--- src/rtl/fsm_ctrl_pkg.sv ---
// Shared encodings for the run/step controller: requester commands, controller
// states and the round-robin grant marker.
package fsm_ctrl_pkg;

  localparam logic [1:0] CMD_RUN     = 2'b00;
  localparam logic [1:0] CMD_HALT    = 2'b01;
  localparam logic [1:0] CMD_STEP    = 2'b10;
  localparam logic [1:0] CMD_RESTART = 2'b11;

  typedef enum logic [1:0] {
    IDLE    = 2'b00,
    RUN     = 2'b01,
    STEP    = 2'b10,
    RESTART = 2'b11
  } ctrl_state_t;

  typedef enum logic {
    GNT_A = 1'b0,
    GNT_B = 1'b1
  } grant_t;

endpackage

--- src/rtl/pin_debounce.sv ---
// Button conditioner: 2-flop synchronizer followed by a stability counter; the
// level flips only after DEB_CYCLES consecutive samples disagree with it.
module pin_debounce #(
  parameter int DEB_CYCLES = 16
) (
  input  logic clk,
  input  logic rst,
  input  logic raw,
  output logic level
);

  localparam int CW = (DEB_CYCLES < 2) ? 1 : $clog2(DEB_CYCLES);

  logic [1:0]    sync;
  logic [CW-1:0] cnt;

  always_ff @(posedge clk or posedge rst) begin
    if (rst) begin
      sync  <= '0;
      cnt   <= '0;
      level <= 1'b0;
    end else begin
      sync <= {sync[0], raw};
      // Any sample matching the current level restarts the stability run.
      if (sync[1] == level) begin
        cnt <= '0;
      end else if (cnt == CW'(DEB_CYCLES - 1)) begin
        level <= sync[1];
        cnt   <= '0;
      end else begin
        cnt <= cnt + 1'b1;
      end
    end
  end

endmodule

--- src/rtl/fsm_step_ctrl.sv ---
// Run/step controller driving the sequencer's restart/pause from two arbitrated
// requesters and two debounced buttons. FSM_STEP_CTRL_CYCLE_CNT_EN adds cycle_count.
module fsm_step_ctrl
  import fsm_ctrl_pkg::*;
#(
  parameter int STEP_W     = 8,
  parameter int DEB_CYCLES = 16
) (
  input  logic              clk,
  input  logic              rst,
  input  logic              restart_from_pin,
  input  logic              pause_from_pin,
  input  logic              a_valid,
  input  logic [1:0]        a_cmd,
  input  logic [STEP_W-1:0] a_arg,
  output logic              a_ready,
  input  logic              b_valid,
  input  logic [1:0]        b_cmd,
  input  logic [STEP_W-1:0] b_arg,
  output logic              b_ready,
  input  logic              terminal,
  output logic              restart,
  output logic              pause,
  output logic              busy,
  output logic [STEP_W-1:0] steps_left
`ifdef FSM_STEP_CTRL_CYCLE_CNT_EN
  ,
  output logic [15:0]       cycle_count
`endif
);

  ctrl_state_t       state;
  grant_t            last_grant;
  logic              restart_db, restart_db_q, pause_db;
  logic              pin_restart_edge;
  logic              grant_a, grant_b, accept_open;
  logic              acc_a, acc_b, acc;
  logic [1:0]        cmd;
  logic [STEP_W-1:0] arg;

  pin_debounce #(.DEB_CYCLES(DEB_CYCLES)) u_restart_deb (
    .clk   (clk),
    .rst   (rst),
    .raw   (restart_from_pin),
    .level (restart_db)
  );

  pin_debounce #(.DEB_CYCLES(DEB_CYCLES)) u_pause_deb (
    .clk   (clk),
    .rst   (rst),
    .raw   (pause_from_pin),
    .level (pause_db)
  );

  assign pin_restart_edge = restart_db && !restart_db_q;

  // Round-robin only matters on a tie; a lone requester always wins.
  always_comb begin
    grant_a = a_valid && (!b_valid || last_grant == GNT_B);
    grant_b = b_valid && (!a_valid || last_grant == GNT_A);
  end

  assign accept_open = (state == IDLE || state == RUN) && !pin_restart_edge;
  assign a_ready     = accept_open && grant_a;
  assign b_ready     = accept_open && grant_b;
  assign acc_a       = a_valid && a_ready;
  assign acc_b       = b_valid && b_ready;
  assign acc         = acc_a || acc_b;
  assign cmd         = acc_a ? a_cmd : b_cmd;
  assign arg         = acc_a ? a_arg : b_arg;

  always_ff @(posedge clk or posedge rst) begin
    if (rst) begin
      state        <= IDLE;
      last_grant   <= GNT_B;
      restart_db_q <= 1'b0;
      restart      <= 1'b0;
      pause        <= 1'b1;
      busy         <= 1'b0;
      steps_left   <= '0;
    end else begin
      restart_db_q <= restart_db;
      restart      <= 1'b0;
      if (pin_restart_edge) begin
        state      <= RESTART;
        restart    <= 1'b1;
        pause      <= 1'b1;
        busy       <= 1'b1;
        steps_left <= '0;
      end else begin
        case (state)
          IDLE, RUN: begin
            if (acc) begin
              last_grant <= acc_a ? GNT_A : GNT_B;
              case (cmd)
                CMD_RUN: begin
                  state <= RUN;
                  pause <= pause_db;
                end
                CMD_HALT: begin
                  state <= IDLE;
                  pause <= 1'b1;
                end
                CMD_STEP: begin
                  if (arg != '0) begin
                    state      <= STEP;
                    steps_left <= arg;
                    pause      <= pause_db;
                    busy       <= 1'b1;
                  end else begin
                    pause <= (state == IDLE) || pause_db;
                  end
                end
                default: begin
                  state   <= RESTART;
                  restart <= 1'b1;
                  pause   <= 1'b1;
                  busy    <= 1'b1;
                end
              endcase
            end else begin
              pause <= (state == IDLE) || pause_db;
            end
          end
          STEP: begin
            // Count only cycles the sequencer actually ran; pin pause freezes it.
            if (!pause) begin
              steps_left <= steps_left - 1'b1;
              if (steps_left == STEP_W'(1)) begin
                state <= IDLE;
                pause <= 1'b1;
                busy  <= 1'b0;
              end else begin
                pause <= pause_db;
              end
            end else begin
              pause <= pause_db;
            end
          end
          default: begin
            state <= IDLE;
            pause <= 1'b1;
            busy  <= 1'b0;
          end
        endcase
      end
    end
  end

`ifdef FSM_STEP_CTRL_CYCLE_CNT_EN
  logic enter_restart;
  assign enter_restart = pin_restart_edge || (acc && cmd == CMD_RESTART);

  always_ff @(posedge clk or posedge rst) begin
    if (rst)                cycle_count <= '0;
    else if (enter_restart) cycle_count <= '0;
    else if (terminal)      cycle_count <= cycle_count + 16'd1;
  end
`else
  logic unused_terminal;
  assign unused_terminal = terminal;
`endif

endmodule

--- config.mk ---
export PLATFORM = sky130hd
export DESIGN_NAME = fsm_step_ctrl
export DESIGN_NICKNAME = d
export VERILOG_FILES = /design/src/rtl/fsm_ctrl_pkg.sv /design/src/rtl/pin_debounce.sv /design/src/rtl/fsm_step_ctrl.sv
export SDC_FILE = /design/constraint.sdc
export NUM_CORES = 1
export LEC_CHECK = 0
export CAP_MARGIN = 5
export CORE_AREA = 2 2 74 76
export CTS_CLUSTER_DIAMETER = 80
export CTS_CLUSTER_SIZE = 12
export DETAILED_ROUTE_END_ITERATION = 7
export DIE_AREA = 0 0 76 78
export SYNTH_ARGS = -nofsm -noshare
export SYNTH_HDL_FRONTEND = slang
export SYNTH_SLANG_ARGS = --single-unit
--- constraint.sdc ---
create_clock -name clk -period 2.9 [get_ports clk]
set_input_delay 0.725 -clock clk [delete_from_list [all_inputs] [get_ports clk]]
set_output_delay 0.725 -clock clk [all_outputs]
set_load 0.01 [all_outputs]
### Yosys cells after proc, flatten, opt, wreduce, memory -nomap -nowiden

Cells that the tools add are included.
Widths: inputs -> output; s select.

| word-level totals | value |
|---|---|
| register bits | 29 |
| bits of input ports | 27 |
| output and inout port bits | 13 |
| word-level logic and storage cells | 104 |

| operators by class | value |
|---|---|
| add/sub/neg operators | 3 |
| equal/unequal tests | 16 |
| mux-type cells | 38 |
| bitwise gates (word level) | 4 |
| reduce and logical (&&, ||, !) cells | 30 |

Operators by type and width:

| cell | number |
|---|---|
| $mux 8 | 6 |
| $mux 4 | 4 |
| $pmux 8 s2 | 1 |
| $mux 1 | 15 |
| $ne 3x3->1 const B | 5 |
| $mux 2 | 6 |
| $reduce_and 5->1 | 2 |
| $add 4x1->4 const B | 2 |
| $eq 4x4->1 const B | 2 |
| $eq 8x1->1 const B | 1 |
| $logic_and 1x1->1 | 8 |
| $pmux 1 s2 | 4 |
| $reduce_bool 8->1 | 1 |
| $sub 8x1->8 const B | 1 |
| $pmux 2 s3 | 1 |
| $logic_or 1x1->1 | 5 |
| $eq 2x1->1 const B | 2 |
| $eq 2x2->1 const B | 2 |
| $logic_not 1->1 | 4 |
| $logic_not 2->1 | 2 |
| $ne 4x4->1 const B | 1 |
| $not 1->1 | 4 |
| $pmux 2 s2 | 1 |
| $reduce_and 2->1 | 2 |
| other kinds (7) | 9 |

### Depth between registers and ports, before layout

Gate-level depths: netlist (run 1).

| logic depth | value |
|---|---|
| word-level depth | 13 |
| gate-level depth with buffers | 10 |

### Cells and area by module

A second synthesis (run 1) with hierarchy kept.

| second synthesis, totals | value |
|---|---|
| cells, all modules | 177 |
| area, all modules | 1838.0 µm² |

Modules (own cells, without submodules):

| module | instances | cells an instance | area each (µm²) |
|---|---|---|---|
| fsm_step_ctrl | 1 | 139 | 1287.5 |
| pin_debounce | 2 | 19 | 275.3 |

### Least setup slack after synthesis (run 1)

No wires, ideal clock.

| path | value |
|---|---|
| kind | input to register |
| from | input b_valid |
| to | register steps_left[0] |
| setup time | 0.125 ns |
| arrival time | 2.322 ns |
| required time | 2.775 ns |
| path slack | 0.453 ns |
| stages | 7 |
| cell sequence | nand2b_1 > nand4b_4 > mux2i_1 > ha_1 > a211oi_2 > a21oi_2 > mux2_2 |

| on the way | value |
|---|---|
| cells in the longest elaborated chain, start to end | 11 |

RTL lines:

| what | line | text |
|---|---|---|
| start: declaration | fsm_step_ctrl.sv:17 | `input logic b_valid,` |
| $logic_not 1->1 | fsm_step_ctrl.sv:59 | `grant_a = a_valid && (!b_valid \|\| last_grant == GNT_B);` |
| $logic_or 1x1->1 | fsm_step_ctrl.sv:59 |  |
| $logic_and 1x1->1 | fsm_step_ctrl.sv:59 |  |
| $logic_and 1x1->1 | fsm_step_ctrl.sv:64 | `assign a_ready = accept_open && grant_a;` |
| $logic_and 1x1->1 | fsm_step_ctrl.sv:66 | `assign acc_a = a_valid && a_ready;` |
| $mux 8 | fsm_step_ctrl.sv:70 | `assign arg = acc_a ? a_arg : b_arg;` |
| $mux 8 | fsm_step_ctrl.sv:105 | `if (arg != '0) begin` |
| $mux 8 | fsm_step_ctrl.sv:95 | `case (cmd)` |
| $mux 8 | fsm_step_ctrl.sv:93 | `if (acc) begin` |
| $pmux 8 s2 | fsm_step_ctrl.sv:91 | `case (state)` |
| $mux 8 | fsm_step_ctrl.sv:84 | `if (pin_restart_edge) begin` |
| end signal: assignment | fsm_step_ctrl.sv:107 | `steps_left <= arg;` |
| end signal: assignment | fsm_step_ctrl.sv:128 | `steps_left <= steps_left - 1'b1;` |
| end: declaration | fsm_step_ctrl.sv:25 | `output logic [STEP_W-1:0] steps_left` |

Several ways; a longest one is shown, not always the timed one. The select of a mux whose other input is x is not followed.
A chain may end at the register's enable or synchronous reset.

### Final worst setup path (run 1)

| path | value |
|---|---|
| from | input b_valid |
| to | output a_ready |

| on the way | value |
|---|---|
| cells in the longest elaborated chain, start to end | 4 |

RTL lines:

| what | line | text |
|---|---|---|
| $logic_not 1->1 | fsm_step_ctrl.sv:59 |  |
| $logic_or 1x1->1 | fsm_step_ctrl.sv:59 |  |
| $logic_and 1x1->1 | fsm_step_ctrl.sv:59 |  |
| $logic_and 1x1->1 | fsm_step_ctrl.sv:64 |  |
| end: declaration | fsm_step_ctrl.sv:16 | `output logic a_ready,` |

No other way between the ends.

==> results of run 1 <==
==> final cells by class <==
| cell class | count | area [um2] | share of cell area, % |
|---|---|---|---|
| clock buffer | 5 | 68.8 | 2.90 |
| inverter | 9 | 33.8 | 1.42 |
| tap | 70 | 87.6 | 3.69 |
| timing repair buffer | 49 | 475 | 20.0 |
| clock inverter | 3 | 17.5 | 0.738 |
| multi-input combinational | 135 | 963 | 40.6 |
| sequential | 29 | 728 | 30.7 |
==> power by group through the flow <==
stage	Clock [W]	Sequential [W]	Combinational, W
6_report	0.000327	0.000658	0.00102
5_1_grt	0.000361	0.000685	0.00113
2_1_floorplan	0	0.000649	0.000618
4_1_cts	0.000339	0.000660	0.00103
3_5_place_dp	0	0.000668	0.00103
3_3_place_gp	0	0.000667	0.00102
==> sequential cells by signal (all words and copies together), names as in the netlist <==
signal and cells:
u_pause_deb.cnt 4, u_restart_deb.level 1, restart_db_q 1, pause 1
steps_left 8, restart 1, state 2, u_restart_deb.sync 2
u_pause_deb.level 1, busy 1, last_grant 1, u_restart_deb.cnt 4
u_pause_deb.sync 2
==> stage by stage <==
stage                     utilization (%)  instances  instance area [um2]
final                                47.1        300                 2370
after detailed placement             45.4        292                 2290
after global routing                 47.1        300                 2370
after CTS                            47.1        300                 2370
after global placement               45.4        292                 2290
after floorplan                         -        176                 1750
==> final timing paths <==
check | startpoint | to | cells after the start
min in group asynchronous | rst | steps_left[2] | 3
setup / recovery | b_valid | a_ready | 5
hold reg to reg | u_restart_deb.sync[0] | u_restart_deb.sync[1] | 0
setup reg to reg | u_restart_deb.level | steps_left[3] | 10
max in group asynchronous | rst | pause | 3
hold / removal | u_restart_deb.sync[0] | u_restart_deb.sync[1] | 0
==> layout by cell type, fill, tap and decap left out, drive strengths merged, types with 2 or more instances in the layout <==
cell type,count
ha,7
a22o,6
o32ai,2
nand2b,6
nor3b,2
a21o,2
nor4,6
nand3b,2
inv,9
buf,11
a211oi,2
o21ai,10
nand3,5
o22ai,5
dfstp,2
clkdlybuf4s50,38
nor2b,4
mux2i,12
mux2,5
clkbuf,5
xnor2,4
nor3,3
nor2,9
clkinv,2
a21oi,11
dfrtp,27
nand2,17
nand4b,5
==> routing by layer <==
layer | track usage [%] | up-vias
li1 | - | 762
met1 | 19.8 | 711
met2 | 26.7 | 29
met3 | 3.37 | 5
met4 | 3.82 | 0
met5 | 0 | -
==> logic make-up (layout without fill, tap and decap cells) <==
| logic type | Yosys count | after routing | synth area share (%) |
|---|---|---|---|
| AOI/OAI and AO/OA | 45 | 45 | 17.8 |
| xor gates and xnor gates | 4 | 4 | 2.01 |
| buffers and inverters | 12 | 66 | 3.15 |
| and+or+nand+nor | 62 | 62 | 20.0 |
| muxes | 17 | 17 | 10.3 |
| adders and majority gates | 7 | 7 | 5.01 |
| DFF | 29 | 29 | 41.7 |
==> metrics, run 1 <==
Max Slew Vio Count 0; RePlAce Congestion 0.788; Tightest Pin Transition 0.610 ns; Via density 5.02; Hold-fix buffers, CTS 0; antenna cell count 0; leading area contributor after synthesis dfrtp_1; worst-path fanout max 4; Critical Path RT 2.17 ns; Worst path most repeated cell clkdlybuf4s50_1; outcome finished, final reports clean; pin count of the biggest net entering global routing 30; antenna violations before repair 0; clock skew between 0.007 and 0.008 ns; synth unique cells between 40 and 50; met2 WL around 2000 um; post-CTS sizing 0; DRC 0; post-route ant nets 0; Max stage delay on crit path 0.53 ns; setup bufs post-CTS 0; leading cell type by number of instances after synthesis dfrtp_1; Startpoint Class input port; met3 wire len 162 um; post-DP HPWL 3180 um; Global Route Usage Sum 15.5%; Commonest cells post-synth 27 x dfrtp_1, 17 x nand2_1, 12 x mux2i_1, 10 x a21oi_1, 10 x o21ai_0; synthesized cell area 1750 um2; IO Port Bufs 38; top cells by area in the synthesized netlist dfrtp_1 39%, mux2i_1 6.9%, ha_1 5.0%; total power 0.00201 W; setup TNS 0 ns; fill count 513; share of cells above drive strength 1 14.3%; clock sinks 29; area grow syn2layout 36.0%; clock-pin slew on the worst setup and hold paths ~0.060 ns; Vias 1507; CTS max path bufs 2; synth warn 0; post-synth top area share 38.7%; CTS tree yes; Die X roughly 76 um; crit end category output port; worst min-delay path class reg -> reg; worst path buffer plus inverter count 3; CTS Buf Count 5; Final Setup Violations 0; Sw Share 38.5%; asr flop ratio synth 100%; core area 5040 um2; Sw Pwr 0.000772 W; reg2reg setup slack 0.59 ns; Crit Path Category in -> out; # rows 26; cell count after synthesis about 180; static leakage 1.05 nW; Main synth FF type dfrtp_1; CP delay by family, top buffers and inverters; Clock power frac 16.3%; crit-path cells clkdlybuf4s50_1, nand2b_1, nand4b_4, inv_1, clkdlybuf4s50_1; post-DR wirelength/cell 13.7 um; RSZ-0062 raised after global routing no; Initial Utilization between 30 and 40%; Seq/Total Area, Yosys roughly two fifths; Fin. Hold Viols 0; Slew headroom 59.0%; H-tree depth 2; Setup WS pre-CTS 0.0450 ns; Post-synth EDFFs 0; Worst Slack Setup Final 0.106 ns; Clock Latency Late Sink between 0.2 and 0.3 ns; Min Hold Slack 0.349 ns; global-route wire length before repair 7460 um; max-cap violation count 0; maximum vdd drop 0.000409 V; WL final 4120 um; router iterations before antenna repair 4; CTS root buf clkbuf_8; CP max-delay cell clkdlybuf4s50_1; total die area 5930 um2; Iter 0 DRT Violations 64; total congestion overflow 0; met1 WL 1900 um; Layout Nets approximately 260; die height 78 um; Post-Syn Nets 210; Highest Clock Rate 0.358 GHz; vias in the first global route approximately 1600; sequential share of power 32.8%; WP data arrival 2.07 ns; min Tclk post-route 2.79 ns; I/O pins 40; Int Pwr roughly 0.0012 W; top sig layer met4; final period utilization 96.3%; Mapped Avg Cell Area 9.92 um2; #FFs+latches synth 29; Power Density about 840 nW/um2; combinational power share 50.9%
No activity file was read; power rests on OpenSTA's default activity.
==> run 2: changes to the inputs <==
--- a/config.mk
+++ b/config.mk
@@ -7,10 +7,12 @@
 export LEC_CHECK = 0
 export CAP_MARGIN = 5
 export CORE_AREA = 2 2 74 76
+export CTS_BUF_LIST = sky130_fd_sc_hd__clkbuf_4 sky130_fd_sc_hd__clkbuf_8
 export CTS_CLUSTER_DIAMETER = 80
 export CTS_CLUSTER_SIZE = 12
 export DETAILED_ROUTE_END_ITERATION = 7
 export DIE_AREA = 0 0 76 78
+export PLACE_DENSITY_LB_ADDON = 0.12
 export SYNTH_ARGS = -nofsm -noshare
 export SYNTH_HDL_FRONTEND = slang
 export SYNTH_SLANG_ARGS = --single-unit
==> constraint.sdc (replaced) <==
create_clock -name clk -period 2.9 [get_ports clk]
set_input_delay 0.725 -clock clk [delete_from_list [all_inputs] [get_ports clk]]
set_output_delay 0.725 -clock clk [all_outputs]
set_load 0.005 [all_outputs]
==> run 2 against run 1 <==
Effect of this change: non-clock buffer count fell by 1; sequential share of layout area decreased by 0.34 points; wire length is 10% higher; critical path depth unchanged; setup slack got worse by 0.018 ns; critical endpoint unchanged; first-iteration DRC count grew 20%; core utilization is 0.52 points higher; worst hold slack worse by 0.0015 ns; sequential power barely moved; largest power group unchanged; flip-flop and latch count unchanged.
==> metrics, run 2 (synthesis gave the netlist of run 1 again) <==
Hold-fix buffers, CTS 0 (unchanged); I/O pins 40 (unchanged); # rows 26 (unchanged); Iter 0 DRT Violations 77 (+20%); worst r2r path cells 7 (-3); DRC 0 (unchanged); maximum vdd drop 0.000383 V (-6.3%); Worst R2R End busy; reg2reg setup slack 0.67 ns (+0.08 ns); total die area 5930 um2 (unchanged); min Tclk post-route 2.81 ns (+0.0180 ns); static leakage 1.05 nW (+0.69%); commonest non-fill, non-tap cell in the layout clkdlybuf4s50_1; Via density 5.27 (+4.9%); RePlAce Congestion 0.823 (+4.4%); Worst path most repeated cell clkdlybuf4s50_1; Layout Nets 262 (-0.38%); pin count of the biggest net entering global routing 30 (unchanged); vias in the first global route 1575 (+0.90%); router iterations before antenna repair 5 (+1); Slew headroom 53.0% (-6.0 points); total congestion overflow 0 (unchanged); worst-path fanout max 4 (unchanged); largest reg by FF count steps_left; max-cap violation count 0 (unchanged); total power 0.00211 W (+5.2%); Worst Slack Setup Final 0.0883 ns (-0.0180 ns); Die X 76 um (unchanged); antenna cell count 0 (unchanged); CP max-delay cell clkdlybuf4s50_1; global-route wire length before repair 7570 um (+1.5%); clock-pin slew on the worst setup and hold paths 0.06 ns (about the same); WP data arrival 2.09 ns (+0.02 ns); antenna violations before repair 0 (unchanged); clock skew 0.0154 ns (+0.00772 ns); Crit Path Category in -> out; most frequent cells in the layout 38 x clkdlybuf4s50_1, 27 x dfrtp_1, 17 x nand2_1; Tightest Pin Transition 0.699 ns (+0.0891 ns); CP delay by family, top buffers and inverters; CTS tree yes; Vias 1575 (+4.5%); H-tree depth 2 (unchanged); Setup WS pre-CTS -0.00584 ns (-0.0508 ns); CTS Buf Count 5 (unchanged); die height 78 um (unchanged); post-DP HPWL 3480 um (+9.2%); Clock Latency Late Sink 0.29 ns (about the same); Final Setup Violations 0 (unchanged); CTS max path bufs 2 (unchanged); reg-to-reg startpoint last_grant; clock sinks 29 (unchanged); share of cells above drive strength 1 14.0% (-0.37 points); post-CTS sizing 0 (unchanged); area grow syn2layout 37.5%; Highest Clock Rate 0.356 GHz (-0.64%); Largest register FFs 8 (unchanged); critical hold path startpoint u_restart_deb.sync[0]; IO Port Bufs 38 (unchanged); core area 5040 um2 (unchanged); Power Density 878 nW/um2 (+4.0%); largest registers steps_left x8, u_pause_deb.cnt x4, u_restart_deb.cnt x4; worst min-delay path class reg -> reg; final period utilization 97.0% (+0.62 points); setup bufs post-CTS 0 (unchanged); crit-path cells clkdlybuf4s50_1, nand2b_1, nand4b_4, inv_1, clkdlybuf4s50_1; Max stage delay on crit path 0.50 ns (-0.03 ns); Max Slew Vio Count 0 (unchanged); Worst Hold Depth 0 (unchanged); Fin. Hold Viols 0 (unchanged); crit end category output port; Critical Path RT 2.17 ns (about the same); post-route ant nets 0 (unchanged); outcome finished, final reports clean; Hold Path Sink u_restart_deb.sync[1]; CTS root buf clkbuf_8; post-DR wirelength/cell 15.2 um (+11%); RSZ-0062 raised after global routing no; Startpoint Class input port; Initial Utilization 34.6% (unchanged); worst path buffer plus inverter count 3 (unchanged); Global Route Usage Sum 16.1% (+0.56 points); WL final 4550 um (+10%)
## run 2: cell types whose count changed in the layout (fill, tap and decap cells not counted)
cell / before / now
clkbuf_8: 5 / 6
bufinv_16: 0 / 1
buf_4: 10 / 9
clkinv_2: 2 / 0
## run 2: per-stage QoR
step / hold WS [ns] / area [um2] / utilization (%) / setup TNS [ns] / std cells
finish: 0.348 / 2400 / 47.6 / 0 / 299
global route: 0.361 / 2400 / 47.6 / 0 / 299
CTS: 0.350 / 2400 / 47.6 / 0 / 299
detailed placement: 0.335 / 2280 / 45.2 / -0.00584 / 291
global placement: 0.336 / 2280 / 45.2 / 0 / 291
floorplan: 0.331 / 1750 / - / 0 / 176
## run 2: how the worst max path moves through the flow
stage / from / end / slack [ns] / cells after the start
3_3_place_gp: b_valid / steps_left[3] / 0.007 / 11
4_1_cts: b_valid / a_ready / 0.08 / 5
5_1_grt: b_valid / a_ready / 0.03 / 5
2_1_floorplan: b_valid / steps_left[0] / 0.45 / 7
3_5_place_dp: b_valid / steps_left[3] / -0.006 / 11
6_report: b_valid / a_ready / 0.09 / 5
## run 2: layout make-up
type | instances | area (um2)
fill | 462 | 2640
clock buffer | 6 | 82.6
tap | 70 | 87.6
multi-input combinational | 135 | 963
clock inverter | 2 | 37.5
sequential | 29 | 728
timing repair buffer | 48 | 468
inverter | 9 | 33.8
## run 2: where the power goes
group / internal, W / switching (W)
combinational: 0.000542 / 0.000464
clock: 0.000279 / 0.000169
sequential: 0.000520 / 0.000135
## run 2: worst register-to-register path, delay by kind of cell, from the launching register on
kind | cells | cell delay [ns]
compound gates | 1 | 0.14
fa+ha+maj | 1 | 0.27
buf+inv | 1 | 0.10
flops | 1 | 0.54
mux | 1 | 0.24
simple gates | 3 | 0.84
## run 2: routing by layer
layer	vias up	part of all wire [%]	global-route usage (%)
met2	42	52	29.2
met1	762	42	18.3
met5	-	0	0
met3	9	3.9	4.19
met4	0	1.6	5.45
li1	762	-	-
==> run 3: changes to the inputs <==
--- a/config.mk
+++ b/config.mk
@@ -13,6 +13,7 @@
 export DETAILED_ROUTE_END_ITERATION = 7
 export DIE_AREA = 0 0 76 78
 export PLACE_DENSITY_LB_ADDON = 0.12
+export SLEW_MARGIN = 10
 export SYNTH_ARGS = -nofsm -noshare
 export SYNTH_HDL_FRONTEND = slang
 export SYNTH_SLANG_ARGS = --single-unit
==> results of run 3 <==
Final layout, timing and power as in run 2 (identical DEF).
